===== src/rtl/ddr_arb_pkg.sv =====
// ddr_arb_pkg: shared types for the DDR burst arbiter.
// States, owner codes, requester indices and default widths.
package ddr_arb_pkg;

  localparam int DEF_ADDR_W = 28;
  localparam int DEF_LEN_W  = 10;

  typedef enum logic [2:0] {
    ST_CALIB,
    ST_IDLE,
    ST_RD_ISA,
    ST_RD_DATA,
    ST_WR_DATA
  } arb_st_e;

  typedef enum logic [1:0] {
    OWN_NONE = 2'b00,
    OWN_ISA  = 2'b01,
    OWN_DRD  = 2'b10,
    OWN_DWR  = 2'b11
  } owner_e;

  localparam logic [1:0] REQ_ISA = 2'd0;
  localparam logic [1:0] REQ_DRD = 2'd1;
  localparam logic [1:0] REQ_DWR = 2'd2;

  // (a + b) mod 3 for requester indices
  function automatic logic [1:0] wrap3(
    input logic [1:0] a,
    input logic [1:0] b
  );
    logic [2:0] s;
    s = {1'b0, a} + {1'b0, b};
    if (s >= 3'd3) s = s - 3'd3;
    return s[1:0];
  endfunction

endpackage


===== src/rtl/ddr_arb_picker.sv =====
// ddr_arb_picker: combinational 3-way requester picker.
// Highest priority is the requester at index ptr, then ptr+1, ptr+2.
module ddr_arb_picker
  import ddr_arb_pkg::*;
(
  input  logic [2:0] req,
  input  logic [1:0] ptr,
  output logic       vld,
  output logic [1:0] idx
);

  logic [1:0] j;

  // scan lowest priority first so the last hit wins
  always_comb begin
    vld = 1'b0;
    idx = REQ_ISA;
    j   = REQ_ISA;
    for (int k = 2; k >= 0; k--) begin
      j = wrap3(ptr, 2'(k));
      if (req[j]) begin
        vld = 1'b1;
        idx = j;
      end
    end
  end

endmodule


===== src/rtl/ddr_burst_arbiter.sv =====
// ddr_burst_arbiter: grants one of ISA-rd, DATA-rd, DATA-wr to ddr_controller.
// Define ARB_ROUND_ROBIN_EN for round-robin; default is fixed priority.
module ddr_burst_arbiter
  import ddr_arb_pkg::*;
#(
  parameter int DDR_ADDR_WIDTH  = DEF_ADDR_W,
  parameter int BURST_LEN_WIDTH = DEF_LEN_W
) (
  input  logic                       clk,
  input  logic                       rst_n,
  input  logic                       init_calib_complete,
  input  logic                       isa_rd_req,
  input  logic [DDR_ADDR_WIDTH-1:0]  isa_rd_addr,
  input  logic [BURST_LEN_WIDTH-1:0] isa_rd_len,
  input  logic                       data_rd_req,
  input  logic [DDR_ADDR_WIDTH-1:0]  data_rd_addr,
  input  logic [BURST_LEN_WIDTH-1:0] data_rd_len,
  input  logic                       data_wr_req,
  input  logic [DDR_ADDR_WIDTH-1:0]  data_wr_addr,
  input  logic [BURST_LEN_WIDTH-1:0] data_wr_len,
  output logic                       isa_rd_done,
  output logic                       data_rd_done,
  output logic                       data_wr_done,
  output logic                       isa_rd_valid,
  output logic                       data_rd_valid,
  output logic                       data_wr_data_req,
  output logic                       rd_burst_req,
  output logic                       wr_burst_req,
  output logic [DDR_ADDR_WIDTH-1:0]  rd_burst_addr,
  output logic [DDR_ADDR_WIDTH-1:0]  wr_burst_addr,
  output logic [BURST_LEN_WIDTH-1:0] rd_burst_len,
  output logic [BURST_LEN_WIDTH-1:0] wr_burst_len,
  input  logic                       rd_burst_finish,
  input  logic                       wr_burst_finish,
  input  logic                       rd_burst_data_valid,
  input  logic                       wr_burst_data_req,
  output logic [1:0]                 owner,
  output logic                       busy,
  output logic                       proto_err
);

  localparam int AW = DDR_ADDR_WIDTH;
  localparam int LW = BURST_LEN_WIDTH;

  arb_st_e       st_q, st_d;
  logic [AW-1:0] addr_q, addr_d, sel_addr;
  logic [LW-1:0] len_q, len_d, sel_len;
  logic          rd_req_q, rd_req_d;
  logic          wr_req_q, wr_req_d;
  logic [2:0]    done_q, done_d;
  logic          err_q, err_d;
  logic [1:0]    ptr, pick_idx;
  logic          pick_vld, take;
  logic          rd_fin, wr_fin;

  ddr_arb_picker u_picker (
    .req ({data_wr_req, data_rd_req, isa_rd_req}),
    .ptr (ptr),
    .vld (pick_vld),
    .idx (pick_idx)
  );

  // no arbitration in the done cycle: the finished requester's
  // req is still high there and must not look like a new request
  assign take = (st_q == ST_IDLE) & init_calib_complete
              & pick_vld & ~|done_q;

`ifdef ARB_ROUND_ROBIN_EN
  logic [1:0] ptr_q;

  always_ff @(posedge clk or negedge rst_n) begin
    if (!rst_n)    ptr_q <= REQ_ISA;
    else if (take) ptr_q <= wrap3(pick_idx, 2'd1);
  end

  assign ptr = ptr_q;
`else
  assign ptr = REQ_ISA;
`endif

  assign rd_fin = rd_burst_finish & rd_req_q;
  assign wr_fin = wr_burst_finish & wr_req_q;

  always_comb begin
    sel_addr = data_wr_addr;
    sel_len  = data_wr_len;
    unique case (pick_idx)
      REQ_ISA: begin
        sel_addr = isa_rd_addr;
        sel_len  = isa_rd_len;
      end
      REQ_DRD: begin
        sel_addr = data_rd_addr;
        sel_len  = data_rd_len;
      end
      default: ;
    endcase
  end

  always_comb begin
    st_d     = st_q;
    addr_d   = addr_q;
    len_d    = len_q;
    rd_req_d = rd_req_q;
    wr_req_d = wr_req_q;
    done_d   = 3'b000;
    err_d    = err_q
             | (rd_burst_finish & ~rd_req_q)
             | (wr_burst_finish & ~wr_req_q);
    unique case (st_q)
      ST_CALIB: begin
        if (init_calib_complete) st_d = ST_IDLE;
      end
      ST_IDLE: begin
        if (!init_calib_complete) begin
          st_d = ST_CALIB;
        end else if (take) begin
          addr_d   = sel_addr;
          len_d    = sel_len;
          rd_req_d = (pick_idx != REQ_DWR) && (sel_len != '0);
          wr_req_d = (pick_idx == REQ_DWR) && (sel_len != '0);
          unique case (pick_idx)
            REQ_ISA: st_d = ST_RD_ISA;
            REQ_DRD: st_d = ST_RD_DATA;
            default: st_d = ST_WR_DATA;
          endcase
        end
      end
      ST_RD_ISA, ST_RD_DATA: begin
        if ((len_q == '0) || rd_fin) begin
          rd_req_d = 1'b0;
          st_d     = ST_IDLE;
          done_d   = (st_q == ST_RD_ISA) ? 3'b001 : 3'b010;
        end
      end
      ST_WR_DATA: begin
        if ((len_q == '0) || wr_fin) begin
          wr_req_d = 1'b0;
          st_d     = ST_IDLE;
          done_d   = 3'b100;
        end
      end
      default: st_d = ST_CALIB;
    endcase
  end

  always_ff @(posedge clk or negedge rst_n) begin
    if (!rst_n) begin
      st_q     <= ST_CALIB;
      addr_q   <= '0;
      len_q    <= '0;
      rd_req_q <= 1'b0;
      wr_req_q <= 1'b0;
      done_q   <= 3'b000;
      err_q    <= 1'b0;
    end else begin
      st_q     <= st_d;
      addr_q   <= addr_d;
      len_q    <= len_d;
      rd_req_q <= rd_req_d;
      wr_req_q <= wr_req_d;
      done_q   <= done_d;
      err_q    <= err_d;
    end
  end

  always_comb begin
    owner = OWN_NONE;
    unique case (st_q)
      ST_RD_ISA:  owner = OWN_ISA;
      ST_RD_DATA: owner = OWN_DRD;
      ST_WR_DATA: owner = OWN_DWR;
      default:    owner = OWN_NONE;
    endcase
  end

  assign busy = (st_q == ST_RD_ISA)
              | (st_q == ST_RD_DATA)
              | (st_q == ST_WR_DATA);

  assign isa_rd_valid     = rd_burst_data_valid
                          & (st_q == ST_RD_ISA);
  assign data_rd_valid    = rd_burst_data_valid
                          & (st_q == ST_RD_DATA);
  assign data_wr_data_req = wr_burst_data_req
                          & (st_q == ST_WR_DATA);

  assign rd_burst_req  = rd_req_q;
  assign wr_burst_req  = wr_req_q;
  assign rd_burst_addr = addr_q;
  assign wr_burst_addr = addr_q;
  assign rd_burst_len  = len_q;
  assign wr_burst_len  = len_q;

  assign isa_rd_done  = done_q[0];
  assign data_rd_done = done_q[1];
  assign data_wr_done = done_q[2];
  assign proto_err    = err_q;

endmodule

===== config.mk =====
export PLATFORM = sky130hd
export DESIGN_NAME = ddr_burst_arbiter
export DESIGN_NICKNAME = d
export VERILOG_FILES = /design/src/rtl/ddr_arb_pkg.sv /design/src/rtl/ddr_arb_picker.sv /design/src/rtl/ddr_burst_arbiter.sv
export SDC_FILE = /design/constraint.sdc
export NUM_CORES = 1
export LEC_CHECK = 0
export BUFFER_PORTS_ARGS = -buffer_cell sky130_fd_sc_hd__buf_2
export CORE_MARGIN = 4
export CORE_UTILIZATION = 41
export CTS_CLUSTER_SIZE = 25
export DETAILED_ROUTE_END_ITERATION = 8
export GPL_ROUTABILITY_DRIVEN = 0
export PLACE_DENSITY = 0.82
export SYNTH_ARGS = -nofsm -noshare
export SYNTH_HDL_FRONTEND = slang
export SYNTH_SLANG_ARGS = --single-unit

===== constraint.sdc =====
create_clock -name clk -period 2.1 [get_ports clk]
set_input_delay 0 -clock clk [delete_from_list [all_inputs] [get_ports clk]]
set_output_delay 0 -clock clk [all_outputs]
set_load 0.02 [all_outputs]

# Word level (Yosys, flattened, before mapping)
# Cells that the tools add are included.
# totals
input_bits	124
reg_bits	47
wordCells	81
output_inout_bits	88
# classes
mux	28
bitwise_logic	16
n_eq_ne	13
n_reduce_logical	17
# op_table
cell	count
$pmux 28 s2	1
$pmux 10 s2	1
$mux 3	6
$ne 2x2->1 const B	6
$pmux 3 s2	2
$pmux 3 s4	1
$reduce_and 4->1	3
$and 1x1->1	10
$logic_not 10->1	1
$mux 2	5
$reduce_bool 10->1	1
$mux 1	9
$eq 3x2->1 const B	2
$pmux 2 s3	1
$or 1x1->1	4
$pmux 1 s2	2
$reduce_bool 2->1	2
$eq 3x1->1 const B	1
$eq 3x3->1 const B	1
$logic_not 3->1	1
$ne 3x3->1 const B	1
$reduce_and 3->1	1
$reduce_or 3->1	1
$eq 2x1->1 const B	1
7 further kinds	10

# Logic depth before layout (Yosys ltp)
# Gate-level depths: netlist (run 1).
# depth
word_depth	10
mapped_depth	9
ltp_nobuf	5

# By module
# From an unflattened synthesis (run 1), not the netlist that was laid out.
# hier_totals
cells_unflattened	366
area_unflattened_um2	3169.3
# by_module_without_submodules
mod	seq_area_each_um2	instances	area_per_inst_um2	cells_each
ddr_burst_arbiter	1176.1	1	2977.9	339
ddr_arb_picker	0.0	1	191.4	27

# Least setup slack after synthesis (run 1)
# OpenSTA, ideal clock, no wires.
# synth_path
path_kind	flip-flop to flip-flop
start	reg len_q[7] (netlist: rd_burst_len[7])
end	reg rd_req_q (netlist: rd_burst_req)
t_required_ns	1.973
synth_period_minus_slack_ns	1.798
setup_time_ns	0.127
path_buffers	0
stages_incl_launch_ff	6
setup_slack_ns	0.302
t_arrival_ns	1.670
cell_sequence	dfrtp_1 > or4_1 > o41ai_2 > nand2_1 > nand3_1 > o31ai_1
# synth_between
elab_chain_cells	4
# synth_lines
item	line_no	rtl
from (decl)	ddr_burst_arbiter.sv:47	logic [LW-1:0] len_q, len_d, sel_len;
from (signal assigned)	ddr_burst_arbiter.sv:159	len_q <= len_d;
$logic_not 10->1	ddr_burst_arbiter.sv:130	if ((len_q == '0) || rd_fin) begin
$logic_or 1x1->1	ddr_burst_arbiter.sv:130	
$ne 2x2->1 (no line)	n/a	
$reduce_and 4->1 (no line)	n/a	
to (signal assigned)	ddr_burst_arbiter.sv:160	rd_req_q <= rd_req_d;
to (decl)	ddr_burst_arbiter.sv:48	logic rd_req_q, rd_req_d;
# No other way between the ends.
# A chain may end at the register's enable or synchronous reset.

# Worst setup path after layout (run 1)
# Same ends and word-level chain as after synthesis.

==> metrics.txt, run 1 <==
clock sink total 47; dpl hpwl 7330 microns; global-route wire length before repair 14,400 microns; Synth cell types 38; Critical Path Fanout Max 4; Initial DRT Pass Iterations 5; final WL 9320 microns; leakage between 0.002 and 0.0025 uW; final hold violation count 1; hold slack final -0.000776 ns; final slew viol count 0; commonest cells in the netlist nand2_1 (100), a21oi_1 (60), dfrtp_1 (47); Ys Warns 0; root buffer cell clkbuf_8; Syn Inst Count 375; fmax 524 MHz; CTS tree built; Worst Hold Class in -> reg; Worst Path Required 2.28 ns; post-placement worst setup slack 0.231 ns; Mapped Area slightly below 3000 sq um; Post-synth EDFFs 0; initial antenna violation count 0; post-synthesis sequential area ratio 40.1%; CP cell instances or4_1 > o41ai_2 > nand2_1 > nand3_1 > o31ai_1; ANT cells 0; Crit-path slowest cell or4_1; DRC viols 0; worst IR drop on VDD about 0.51 mV; core area roughly 6900 sq um; Layout Utilization ~59%; #FFs+latches synth 47; largest delay contributor family on the critical path simple AND/OR/NAND/NOR gates; Post-synth ARST share 100%; Max-Cap Viols 0; die area approximately 8600 sq um; Post-CTS Resized 0; Worst path max stage delay ~0.57 ns; largest net degree at the start of global routing 45; filler cell count in the final layout 653; syn nets around 500; dpl cells approximately 630; skew final 0.0117 ns; FF/Latch Area 1180 sq um; worst-margin pin slew between 0.5 and 0.6 ns; die height 92.6 microns; Main synth FF type dfrtp_1; final setup fails 0; failing checks hold timing; All-Layer GR Usage 20.7%; top-count cell post-synth nand2_1; area of the multi-input gates 1310 sq um; Port Buffers 211; clk buf depth 2; Final Cycle Share 90.8%; initial DRC count 153; layout cells sized above 1 42.6%; post-layout min period around 1.9 ns; CP Class reg -> reg; PwrDens 1200 nW/um^2; Final ANT Viol Nets 0; share of the synthesized area in the top cell type 40.1%; CP startpoint kind flop; final setup TNS 0 ns; status finished with violations; GR Overflow Total 0; Die X 92.6 microns; htree depth 2; vias in the first global route approximately 3,100; DR WL/cell 14.3 microns; data arrival time of the worst path 2.09 ns; crit end category flop; crit path buf inv count 0; max_slew headroom 64.6%; fin worst setup slack ~0.19 ns; row count 30; Syn Area/Cell 7.82 sq um; synth top area cells dfrtp_1 (40%), nand2_1 (13%), a21oi_1 (10%); latest clock arrival within the worst-skew pair 0.30 ns; Reg clk slew, reported paths 0.09 ns; RSZ-0062 raised after global routing no; Inserted Clock Buffers 5; Synth-to-Final Area Change 37.8%; IO Pins 212; area leader, netlist dfrtp_1; Via density about 5.0; effective utilization at floorplan 42.7%; nets 677; Finished Layout Cells 650; via count 3,266
==> report_power, final <==
part	leakage [uW]	internal (uW)	total [uW]	switching, uW
registers	0.000595	1270	1580	306
clock network	0.0000618	392	700	308
logic	0.00152	857	2570	1710
total	0.00218	2520	4850	2330
==> what timing repair did <==
action,CTS,global route
setup buffers,0,0
hold buffers,16,0
hold endpoints to repair,37,0
==> logic make-up after synthesis <==
group	synth area share, %
flops	40.1
buf+inv	15.3
simple gates	20.1
compound gates	23.8
mux	0.768
==> metrics by stage <==
stage / total power [uW] / cell area, sq um
2_1_floorplan: 3540 / 2930
3_5_place_dp: 4150 / 3760
4_1_cts: 4870 / 4040
3_3_place_gp: 4080 / 3760
6_report: 4850 / 4040
5_1_grt: 5170 / 4040
==> sequential cells by signal, summed over array words and instances, names as in the netlist <==
| signal | flops |
|---|---|
| rd_burst_len | 10 |
| rd_burst_addr | 28 |
| st_q | 3 |
| proto_err | 1 |
| rd_burst_req | 1 |
| done_q | 3 |
| wr_burst_req | 1 |
==> final timing paths <==
path / from / end / slack (ns) / cells after the start
min in group asynchronous: rst_n / proto_err / 0.23 / 2
min: data_wr_addr[23] / rd_burst_addr[23] / -0.0008 / 3
min reg2reg: rd_burst_addr[1] / rd_burst_addr[1] / 0.50 / 2
max in group asynchronous: rst_n / rd_burst_addr[18] / 1.15 / 3
max reg2reg: rd_burst_len[7] / rd_burst_req / 0.19 / 5
max: rd_burst_len[7] / rd_burst_req / 0.19 / 5
==> worst min-delay path: stages <==
cell and delay (ns):
buf_2 0.08, a21oi_1 0.05, o21ai_0 0.13
==> cell usage in the layout (no fill, tap or decap), drive strengths merged, types with 2 or more instances in the layout <==
| master | count |
|---|---|
| o31ai | 2 |
| nand3 | 2 |
| dfrtp | 47 |
| nand2 | 100 |
| nand4 | 2 |
| buf | 219 |
| and2 | 7 |
| dlygate4sd3 | 16 |
| o22a | 2 |
| nor4 | 3 |
| mux2 | 2 |
| a2bb2oi | 2 |
| a222oi | 6 |
| o21ai | 41 |
| nand2b | 3 |
| a21oi | 60 |
| o221ai | 2 |
| inv | 7 |
| clkbuf | 6 |
| or4 | 2 |
| nor2 | 9 |
| or4b | 2 |
==> per-layer routing <==
layer	routed length (microns)	share of wire (%)	track usage [%]
met5	0	0	0
met4	102	1.1	5.45
met3	864	9.3	4.87
met2	4860	52	39.1
met1	3490	37	23.0
==> layout make-up <==
cell class	instances	share of cell area (%)
clock buffers	6	2.04
multi-input cells	258	32.5
inverters	6	0.557
flip-flops and latches	47	29.1
repair buffers	235	31.9
clock inverters	2	0.959
well taps	96	2.97
(Power assumes the default switching activity.)
==> run 2: changes to the inputs <==
- SETUP_SLACK_MARGIN: not set -> 0.5
==> run 2 against run 1 <==
- the flow now finishes without violations
- routed wire length is 3.2% higher
- clock skew shrank 0.0042 ns
- worst hold slack better by 0.0034 ns
- total power grew 1.9%
- critical endpoint unchanged
- largest cell class unchanged
- largest power group unchanged
==> metrics.txt, run 2 (same netlist as run 1, synthesis figures left out) <==
DR WL/cell 14.6 microns (+2.0%); Max-Cap Viols 0 (unchanged); filler cell count in the final layout 626 (-4.1%); Inserted Clock Buffers 5 (unchanged); fmax 563 MHz (+7.4%); max_slew headroom 31.3% (-33 points); final hold violation count 0 (-1); Via density 4.93 (-1.9%); Worst Hold Class in -> reg; CP Class reg -> reg; status complete, no violations; layout cells sized above 1 45.7% (+3.1 points); CTS tree built; largest net degree at the start of global routing 48 (+6.7%); Worst path max stage delay 0.58 ns (about the same); Critical Path Fanout Max 4 (unchanged); Placement Cell Area 3760 sq um (about the same); max reg flops 28 (unchanged); RSZ-0062 raised after global routing yes; data arrival time of the worst path 1.95 ns (-0.14 ns); hold slack final 0.00267 ns (+0.00344 ns); die area 8570 sq um (unchanged); area of the multi-input gates 1400 sq um (+6.4%); initial DRC count 122 (-20%); All-Layer GR Usage 21.2% (+0.51 points); leakage 0.00223 uW (+2.1%); DRC viols 0 (unchanged); CP startpoint kind flop; PwrDens 1190 nW/um^2 (-0.83%); Port Buffers 211 (unchanged); clk buf depth 2 (unchanged); Worst Path Required 2.28 ns (about the same); effective utilization at floorplan 42.7% (unchanged); Die X 92.6 microns (unchanged); Final ANT Viol Nets 0 (unchanged); crit path buf inv count 0 (unchanged); row count 30 (unchanged); CP cell instances or4_4 > o41ai_4 > nand2_2 > nand3_2 > o31ai_1; core area 6870 sq um (unchanged); final slew viol count 0 (unchanged); final setup TNS 0 ns (unchanged); Final Cycle Share 84.6% (-6.2 points); global-route wire length before repair 14,800 microns (+2.8%); dpl cells 624 (-0.32%); worst-margin pin slew 1.03 ns (+0.500 ns); via count 3,242 (-0.73%); Finished Layout Cells 658 (+1.2%); final instance area 4160 sq um (+2.8%); Initial DRT Pass Iterations 5 (unchanged); final WL 9620 microns (+3.2%); nets 685 (+1.2%); dpl hpwl 7320 microns (-0.24%); latest clock arrival within the worst-skew pair 0.29 ns (about the same); crit end category flop; clock sink total 47 (unchanged); Synth-to-Final Area Change 41.6%; skew final 0.00746 ns (-0.00425 ns); final setup fails 0 (unchanged); largest delay contributor family on the critical path simple AND/OR/NAND/NOR gates; IO Pins 212 (unchanged); htree depth 2 (unchanged); highest-count cells in the layout ignoring fill and taps buf_2 (211), nand2_1 (98), a21oi_1 (59), dfrtp_1 (42), o21ai_0 (39); vias in the first global route 3,084 (+0.065%); die height 92.6 microns (unchanged); root buffer cell clkbuf_8; post-layout min period 1.78 ns (-0.131 ns); ANT cells 0 (unchanged); initial antenna violation count 0 (unchanged); FF/Latch Area 1180 sq um (+0.53%); commonest non-fill, non-tap cell in the layout buf_2; Reg clk slew, reported paths 0.09 ns (about the same); worst IR drop on VDD 0.626 mV (+23%); GR Overflow Total 0 (unchanged); Crit-path slowest cell or4_4
run 2: cell count changes in the layout (fill, tap and decap cells not counted), sizes merged:
cell    previous run  this run
clkbuf             6         8
nand2            100       101
bufinv             1         0
buf              219       226
inv                7         6
run 2: area by class of cell:
| type | instances | share of cell area [%] |
|---|---|---|
| timing repair buffer | 242 | 32.1 |
| multi-input combinational | 259 | 33.6 |
| sequential | 47 | 28.5 |
| clock buffer | 8 | 2.41 |
| inverter | 6 | 0.542 |
| tap | 96 | 2.89 |
run 2: worst register-to-register path, delay by kind of cell (launching register included):
kind / cells / cell delay [ns]
AOI/OAI and AO/OA: 2 / 0.44
DFF: 1 / 0.41
and+or+nand+nor: 3 / 0.82
run 2: timing repair:
item / CTS / global route
pin swaps: 4 / 2
buffers inserted: 3 / 6
hold buffers: 15 / 1
resized for setup: 9 / 5
endpoints found under the setup margin: 46 / 45
hold endpoints to repair: 60 / 1
gates cloned: 1 / 0
run 2: worst paths after layout:
| kind | endpoint | start | cells after the start | slack (ns) |
|---|---|---|---|---|
| hold reg to reg | rd_burst_addr[10] | rd_burst_addr[10] | 2 | 0.50 |
| max in group asynchronous | rd_burst_len[6] | rst_n | 2 | 0.97 |
| min in group asynchronous | rd_burst_addr[7] | rst_n | 2 | 0.43 |
| setup / recovery | rd_burst_req | rd_burst_len[7] | 5 | 0.32 |
| hold / removal | rd_burst_addr[20] | data_wr_addr[20] | 3 | 0.003 |
| setup reg to reg | rd_burst_req | rd_burst_len[7] | 5 | 0.32 |
run 2: metal layers:
metal | vias to the layer above | share of wire, % | global-route usage [%] | wire length (microns)
li1 | 1616 | - | - | -
met1 | 1468 | 38 | 25.0 | 3690
met2 | 146 | 53 | 39.7 | 5100
met3 | 12 | 7.4 | 3.25 | 709
met4 | 0 | 1.2 | 5.45 | 116
met5 | - | 0 | 0 | 0
run 2: metrics by stage:
stage / setup slack (ns) / power, uW / util, %
4_1_cts: 0.323 / 4900 / 59.3
3_5_place_dp: 0.162 / 4200 / 54.7
5_1_grt: 0.265 / 5270 / 60.5
6_report: 0.324 / 4940 / 60.5
2_1_floorplan: 0.367 / 3580 / -
3_3_place_gp: 0.247 / 4130 / 54.7
run 2: power breakdown:
part           switching [uW]  internal (uW)
registers                 350           1280
logic                    1760            963
clock network             288            301
total                    2400           2540
==> run 3: changes to the inputs <==
- clock period: 2.1 -> 1.7 ns (I/O delays scaled with it)
==> run 3 against run 2 <==
- the run now ends with setup timing left
- clock-buffer cell count unchanged
- flip-flop and latch count unchanged
- combinational power increased by 96%
- non-clock buffer count increased by 54
- via count increased by 16%
- sequential power increased by 26%
- final cell count increased by 8.4%
- die area unchanged
- critical path type unchanged
==> metrics.txt, run 3 (same netlist as run 1, synthesis figures left out) <==
clk buf depth 2 (unchanged); Reg clk slew, reported paths 0.08 ns (about the same); ANT cells 0 (unchanged); PwrDens 1520 nW/um^2 (+27%); RSZ-0062 raised after global routing yes; Hold Path Cell Cnt 3 (unchanged); Tot Pwr 8130 uW (+64%); die area 8570 sq um (unchanged); Synth-to-Final Area Change 82.8%; final WL 12,500 microns (+30%); CP Class reg -> reg; Die X 92.6 microns (unchanged); max reg flops 28 (unchanged); fmax 552 MHz (-1.9%); worst IR drop on VDD 0.851 mV (+36%); global-route wire length before repair 18,700 microns (+27%); Port Buffers 211 (unchanged); clock sink total 47 (unchanged); Critical Path Fanout Max 3 (-1); switching share of power 46.6% (-1.9 points); All-Layer GR Usage 27.2% (+6.0 points); clock power share 9.0% (-2.9 points); final setup fails 5 (+5); Placement Cell Area 3890 sq um (+3.6%); IO Pins 212 (unchanged); Final Cycle Share 107% (+22 points); Initial DRT Pass Iterations 5 (unchanged); latest clock arrival within the worst-skew pair 0.29 ns (about the same); sequential share of power 25.3% (-7.7 points); DR WL/cell 17.6 microns (+20%); worst-margin pin slew 0.523 ns (-0.507 ns); initial antenna violation count 0 (unchanged); vias in the first global route 3,867 (+25%); GR Overflow Total 0 (unchanged); dpl cells 637 (+2.1%); DRC viols 0 (unchanged); CTS tree built; Worst Path Required 1.92 ns (-0.36 ns); Sw Pwr 3790 uW (+58%); Max-Cap Viols 0 (unchanged); data arrival time of the worst path 2.04 ns (+0.09 ns); final hold violation count 0 (unchanged); core area 6870 sq um (unchanged); die height 92.6 microns (unchanged); crit end category flop; Worst Hold Class in -> reg; post-layout min period 1.81 ns (+0.0352 ns); CP startpoint kind flop; effective utilization at floorplan 42.7% (unchanged); via count 3,766 (+16%); layout cells sized above 1 60.6% (+15 points); root buffer cell clkbuf_8; commonest non-fill, non-tap cell in the layout buf_2; reg2reg path depth 5 (unchanged); initial DRC count 198 (+62%); Final ANT Viol Nets 0 (unchanged); Combinational Power Share 65.7% (+11 points); leakage 0.00276 uW (+24%); Internal 4340 uW (+71%); Inserted Clock Buffers 5 (unchanged); failing checks setup timing; largest net degree at the start of global routing 34 (-29%); highest-count cells in the layout ignoring fill and taps buf_2 (205), nand2_1 (72), a21oi_1 (58), dfrtp_1 (40), o21ai_2 (34); Via density 5.28 (+7.2%); final instance area 5360 sq um (+29%); skew final 0.00808 ns (+0.000622 ns); final setup TNS -0.465 ns (-0.465 ns); Finished Layout Cells 713 (+8.4%); htree depth 2 (unchanged); nets 740 (+8.0%); row count 30 (unchanged); dpl hpwl 7240 microns (-1.1%); max_slew headroom 65.1% (+34 points); final slew viol count 0 (unchanged); status finished with violations; fin worst setup slack -0.112 ns (-0.435 ns)
## run 3: worst max-delay path, cell delays in order, from the launching register on
cell and delay, ns:
dfrtp_2 0.41, or4_4 0.57, o41ai_4 0.39, nand2_2 0.15, buf_6 0.16, nor2_2 0.07
## run 3: stage by stage
| stage | setup WS (ns) | hold WS [ns] | util, % |
|---|---|---|---|
| after floorplan | -0.0287 | -0.296 | - |
| after global placement | -0.0306 | -0.0120 | 56.6 |
| after detailed placement | -0.0635 | 0.00924 | 56.6 |
| after CTS | -0.0727 | 0.000766 | 75.4 |
| after global routing | -0.144 | 0.0171 | 78.1 |
| final | -0.112 | 0.0133 | 78.1 |
## run 3: worst paths after layout
kind / startpoint / end / slack (ns)
max: rd_burst_len[1] / done_q[0] / -0.11
min: data_wr_addr[15] / rd_burst_addr[15] / 0.01
max reg2reg: rd_burst_len[1] / done_q[0] / -0.11
min reg2reg: proto_err / proto_err / 0.50
max in group asynchronous: rst_n / rd_burst_addr[17] / 0.75
min in group asynchronous: rst_n / rd_burst_len[5] / 0.23
## run 3: repair_timing
action	4_1_cts	5_1_grt
resized for setup	123	32
setup buffers	25	5
setup endpoints to repair	52	52
pin swaps	52	15
hold endpoints to repair	46	0
gates cloned	12	0
hold buffers	26	0
## run 3: layout make-up
class / instances / area [sq um]
Clock buffer: 8 / 100
Inverter: 6 / 27.5
Timing Repair Buffer: 296 / 2150
Fill cell: 442 / 1510
Multi-Input combinational cell: 260 / 1780
Sequential cell: 47 / 1180
Tap cell: 96 / 120
## run 3: power groups by stage
| stage | Clock (uW) | Combinational (uW) | Sequential (uW) |
|---|---|---|---|
| 3_3_place_gp | 0 | 3380 | 1930 |
| 2_1_floorplan | 0 | 2090 | 2480 |
| 5_1_grt | 796 | 5600 | 2120 |
| 3_5_place_dp | 0 | 3440 | 1950 |
| 4_1_cts | 747 | 4920 | 2010 |
| 6_report | 729 | 5340 | 2060 |
## run 3: routing by layer
| layer | part of all wire [%] | global-route usage (%) | wire, microns |
|---|---|---|---|
| met5 | 0 | 0 | 0 |
| met4 | 2.1 | 9.41 | 260 |
| met2 | 54 | 51.2 | 6760 |
| met3 | 7.0 | 4.79 | 872 |
| met1 | 37 | 30.4 | 4630 |
